**config.mk**
```make
export PLATFORM = sky130hd
export DESIGN_NAME = decoder_3to8
export DESIGN_NICKNAME = d
export VERILOG_FILES = /design/src/rtl/decoder_pkg.sv /design/src/rtl/decoder_3to8_core.sv /design/src/rtl/decoder_3to8.sv
export SDC_FILE = /design/constraint.sdc
export NUM_CORES = 1
export LEC_CHECK = 0
export CELL_PAD_IN_SITES_DETAIL_PLACEMENT = 0
export CELL_PAD_IN_SITES_GLOBAL_PLACEMENT = 1
export CORE_AREA = 2 2 39 41
export DETAILED_ROUTE_END_ITERATION = 12
export DIE_AREA = 0 0 41 43
export PLACE_DENSITY = 0.72
export SYNTH_ARGS = -nofsm -noshare
export SYNTH_HDL_FRONTEND = slang
export SYNTH_SLANG_ARGS = --single-unit
export TNS_END_PERCENT = 50
```
**constraint.sdc**
```tcl
create_clock -name clk -period 1.2 [get_ports clk]
set_clock_uncertainty 0.05 [all_clocks]
set_input_delay 0.18 -clock clk [delete_from_list [all_inputs] [get_ports clk]]
set_output_delay 0.18 -clock clk [all_outputs]
set_load 0.005 [all_outputs]
```
**src/rtl/decoder_pkg.sv**
```systemverilog
// Shared widths and helper functions for the 3-to-8 one-hot decoder.
package decoder_pkg;

    localparam int SEL_W = 3;
    localparam int OUT_W = 1 << SEL_W;

    // Active-high one-hot decode: bit 'sel' set when enabled, all zero otherwise.
    function automatic logic [OUT_W-1:0] onehot_decode(input logic [SEL_W-1:0] sel,
                                                        input logic             en);
        logic [OUT_W-1:0] d;
        d = '0;
        if (en) begin
            d[sel] = 1'b1;
        end
        return d;
    endfunction

    // Level an output line rests at when it is not selected.
    function automatic logic [OUT_W-1:0] idle_level(input bit active_low);
        return active_low ? {OUT_W{1'b1}} : {OUT_W{1'b0}};
    endfunction

endpackage

```
**src/rtl/decoder_3to8_core.sv**
```systemverilog
// Pure combinational decode with output polarity applied; no state.
module decoder_3to8_core
    import decoder_pkg::*;
#(
    parameter bit OUT_ACTIVE_LOW = 1'b0
) (
    input  logic [SEL_W-1:0] sel,
    input  logic             en,
    output logic [OUT_W-1:0] y_d,
    output logic             valid_d
);

    logic [OUT_W-1:0] d_high;

    // Decode in the active-high view, then invert for active-low builds.
    always_comb begin
        d_high  = onehot_decode(sel, en);
        y_d     = OUT_ACTIVE_LOW ? ~d_high : d_high;
        valid_d = en;
    end

endmodule

```
**src/rtl/decoder_3to8.sv**
```systemverilog
// Registered (or optionally combinational) 3-to-8 one-hot decoder.
// Output qualifier: 'valid' has no ready; when valid=1, Y carries exactly one
// asserted line for the enabled S; when valid=0, every Y line sits at idle.
module decoder_3to8
    import decoder_pkg::*;
#(
    parameter bit OUT_ACTIVE_LOW  = 1'b0,
    parameter bit REGISTER_OUTPUT = 1'b1
) (
    input  logic             clk,
    input  logic             rst,
    input  logic             en,
    input  logic [SEL_W-1:0] S,
    output logic [OUT_W-1:0] Y,
    output logic             valid
);

    localparam logic [OUT_W-1:0] IDLE = idle_level(OUT_ACTIVE_LOW);

    logic [OUT_W-1:0] y_d;
    logic             valid_d;

    decoder_3to8_core #(
        .OUT_ACTIVE_LOW(OUT_ACTIVE_LOW)
    ) u_core (
        .sel    (S),
        .en     (en),
        .y_d    (y_d),
        .valid_d(valid_d)
    );

    generate
        if (REGISTER_OUTPUT) begin : g_reg
            // One-cycle pipeline stage; reset drops straight to idle without a clock.
            always_ff @(posedge clk or posedge rst) begin
                if (rst) begin
                    Y     <= IDLE;
                    valid <= 1'b0;
                end else begin
                    Y     <= y_d;
                    valid <= valid_d;
                end
            end
        end else begin : g_comb
            // Zero-latency path; reset still overrides to idle.
            always_comb begin
                Y     = IDLE;
                valid = 1'b0;
                if (!rst) begin
                    Y     = y_d;
                    valid = valid_d;
                end
            end
        end
    endgenerate

    // Check the one-hot invariant and flag unknown selects at each clock edge.
    always @(posedge clk) begin
        if (!rst) begin
            if (en) begin
                assert (!$isunknown(S));
            end
            if (valid) begin
                assert ($onehot(Y ^ IDLE));
            end else begin
                assert (Y == IDLE);
            end
        end
    end

endmodule

```
==> results by stage <==
STA:
- Based on the critical path, the design can be clocked at up to 901 MHz.
- The number of failing hold endpoints at the final stage is 0.
- For the pin with the worst max-slew slack, the measured transition is 0.320 ns.
- Dividing the final minimum period by the clock period gives 0.925.
- Setup repair after global routing left no endpoint under its margin.
- The number of pins with negative max-slew slack in the final report is 0.
- Subtracting the final worst setup slack from the clock period gives 1.11 ns.
- In this run the tightest slew margin relative to its limit is 0.787.
- The total setup violations reported at the end of the flow is 0.
- After layout, the worst setup slack is between 0.09 and 0.1 ns.
- The final worst hold slack is 0.138 ns.

Power and ir drop:
- Overall power consumption after layout is estimated at 0.000590 W.
- The clock network fraction of total power is 0.372.
- The largest vdd supply drop is a little over 0.5 mV.
- The power density relative to cell area is 1180 nW/um2.
- The fraction of power spent switching nets is 0.202.
- The internal power contribution is 0.000471 W.
- The net switching power is 0.000119 W.
- The analysis attributes to cell leakage a power of 0.263 nW.
- The part of the power in registers is 0.532.
- Of the total power, combinational logic draws 0.096.

Logic synthesis:
- The biggest area contributor in the post-synthesis netlist is dfrtp_1.
- The share of the Yosys chip area taken by registers is 0.692.
- Synthesis instantiated 6 different standard cells from the library.
- The synthesized netlist net count is 24.
- The area share of the largest cell type after synthesis is 0.692.
- After synthesis, the cell types taking the most area are dfrtp_1, and4bb_2, and4b_2.
- The area of the mapped netlist is 325 um2.
- The average cell area after synthesis is 18.1 um2.
- The count of state elements after synthesis is 9.
- In the synthesized netlist, the number of instances is 18.
- The number of warning messages in the yosys log is 0.

Clock network:
- The number of clock buffers added by TritonCTS is 3.
- The maximum number of buffers from clock root to sink is 2.
- The CTS tree is done.
- The total number of H-tree levels is 1.
- The post-CTS setup repair buffer count is 0.
- The tree is rooted in a clkbuf_4.
- The clock net in this run drives a total of 9 sinks.
- The post-CTS clock slew at the launch and capture registers of the worst setup and hold paths is 0.06 ns.

Global routing:
- The first global-routing pass estimated 986 um of wire.
- The number of antenna violations at the first check in global routing came to 0.
- The via count of the first global-routing pass came to about 200.
- The global routing usage summed across all routing layers is 0.0915.
- The total congestion overflow after global routing is 0.
- The largest net degree at the start of global routing is 10.

Setup path:
- Among all stages on the critical path, the largest delay is contributed by dfrtp_1.
- The type of the setup path with the least slack is reg2out.
- On the worst path, the slowest cell contributes a delay of roughly 0.36 ns.
- The worst endpoint required time is 0.97 ns.
- The signal on the critical path passes through dlygate4sd2_1.
- The data arrival time of the worst path is 0.88 ns.
- The kind of end point of the critical path is an output port.
- The combined buffer and inverter count along the critical path is 1.
- Along the worst path, the maximum fanout reaches 1.
- The cell family with the largest share of critical-path delay is flip-flops.
- The startpoint type of the worst setup path is a flip-flop.

Place:
- The HPWL reported at the end of detailed placement is about 440 um.
- The final weighted congestion in routability-driven placement is 0.631.
- The number of I/O port buffers is 14.
- Before CTS, the worst setup slack after placement is -0.0287 ns.
- Once placement finished, the instance area stood at 485 um2.

Floorplan:
- The initial core utilization is 0.235.
- The core outline area is approximately 1400 um2.
- The floorplan step defined a die boundary enclosing between 1500 and 2000 um2.
- The width of the chip is 41 um.
- The number of ports placed on the die boundary is 15.
- Row generation in the floorplan step produced 14 rows.
- Measured along the y axis, the die boundary spans 43 um.

Routing:
- The detail-routed net length per standard cell is 12.0 um.
- The final wirelength is between 600 and 700 um.
- The initial detailed-routing violation count is 3.
- The via density per instance is 4.21.
- The detail route stage leaves a number of antenna-violating nets equal to 0.
- After detailed routing, the number of remaining DRC violations is 0.
- The total vias in the final route is roughly 220.
- The pre-antenna-repair detailed-routing pass consisted of 2 iterations.

Min path:
- In this run the worst hold path is classified as in2async.

Job:
- The max-capacitance violation count is 0.

Finish:
- 0 antenna diodes ended up in the layout.
- With fillers left out, the area of the finished cells amounts to 500 um2.
- The share of cells above drive strength 1 is 0.306.
- For this run, the share of the core covered by cells in the final layout is 0.362.
- In the final design database the tool counted 43 nets.
- The area growth from synthesis to layout is 53.8%.

Outcome:
- The flow ran to the end, and the final reports show no timing, DRC or antenna violations.
==> power groups by stage <==
stage,Combinational (W),Sequential [W],Clock (W)
finish,0.0000565,0.000314,0.000220
CTS,0.0000578,0.000314,0.000230
global placement,0.0000606,0.000320,0
floorplan,0.0000152,0.000321,0
detailed placement,0.0000638,0.000320,0
global route,0.0000624,0.000314,0.000265
==> synth_stat cells (all sizes together) <==
| cell | n |
|---|---|
| dfrtp | 9 |
| inv | 1 |
| nor4b | 1 |
| and4 | 1 |
| and4b | 3 |
| and4bb | 3 |
==> layout by cell type (no fill, tap or decap) <==
master and n:
and4_2 1, and4b_2 3, and4bb_2 3, clkbuf_1 1
clkbuf_4 3, clkdlybuf4s50_1 5, dfrtp_1 9, dlygate4sd2_1 9
inv_1 1, nor4b_2 1
==> repair_timing <==
action | CTS | global route
hold buffers | 0 | 0
gates resized for setup | 9 | 0
endpoints found under the setup margin | 9 | 0
==> flip-flops by register name (all words and copies together), names as in the netlist <==
signal / flops
valid: 1
Y: 8
==> worst max path at each step <==
stage                    from             end  cells after the start
6_report       Y[1]$_DFF_PP0_            Y[1]                      1
5_1_grt        Y[1]$_DFF_PP0_            Y[1]                      1
4_1_cts        Y[1]$_DFF_PP0_            Y[1]                      1
3_5_place_dp             S[0]  Y[2]$_DFF_PP0_                      2
3_3_place_gp             S[0]  Y[2]$_DFF_PP0_                      2
2_1_floorplan  Y[0]$_DFF_PP0_            Y[0]                      0
==> layout make-up <==
cell class	count	area, um2
inverters	1	3.75
fillers	141	883
multi-input cells	8	96.3
flip-flops and latches	9	225
clock buffers	4	26.3
repair buffers	14	129
well taps	16	20.0
==> cells by family after synthesis <==
kind of cell / after synthesis / synth area share
buffers and inverters: 1 / 0.0115
flip-flops: 9 / 0.692
AND/OR/NAND/NOR: 8 / 0.296
==> through the flow <==
| step | TNS [ns] | cells |
|---|---|---|
| 4_1_cts | 0 | 52 |
| 5_1_grt | 0 | 52 |
| 2_1_floorplan | 0 | 18 |
| 3_5_place_dp | -0.130 | 48 |
| 6_report | 0 | 52 |
| 3_3_place_gp | 0 | 48 |
==> per-layer routing <==
metal,share of wire,GRT usage,vias up
met5,0,0,-
met4,0,0.0600,0
met3,0.13,0.0576,0
met2,0.42,0.106,15
met1,0.44,0.120,97
li1,-,-,107
(Power assumes the default switching activity.)
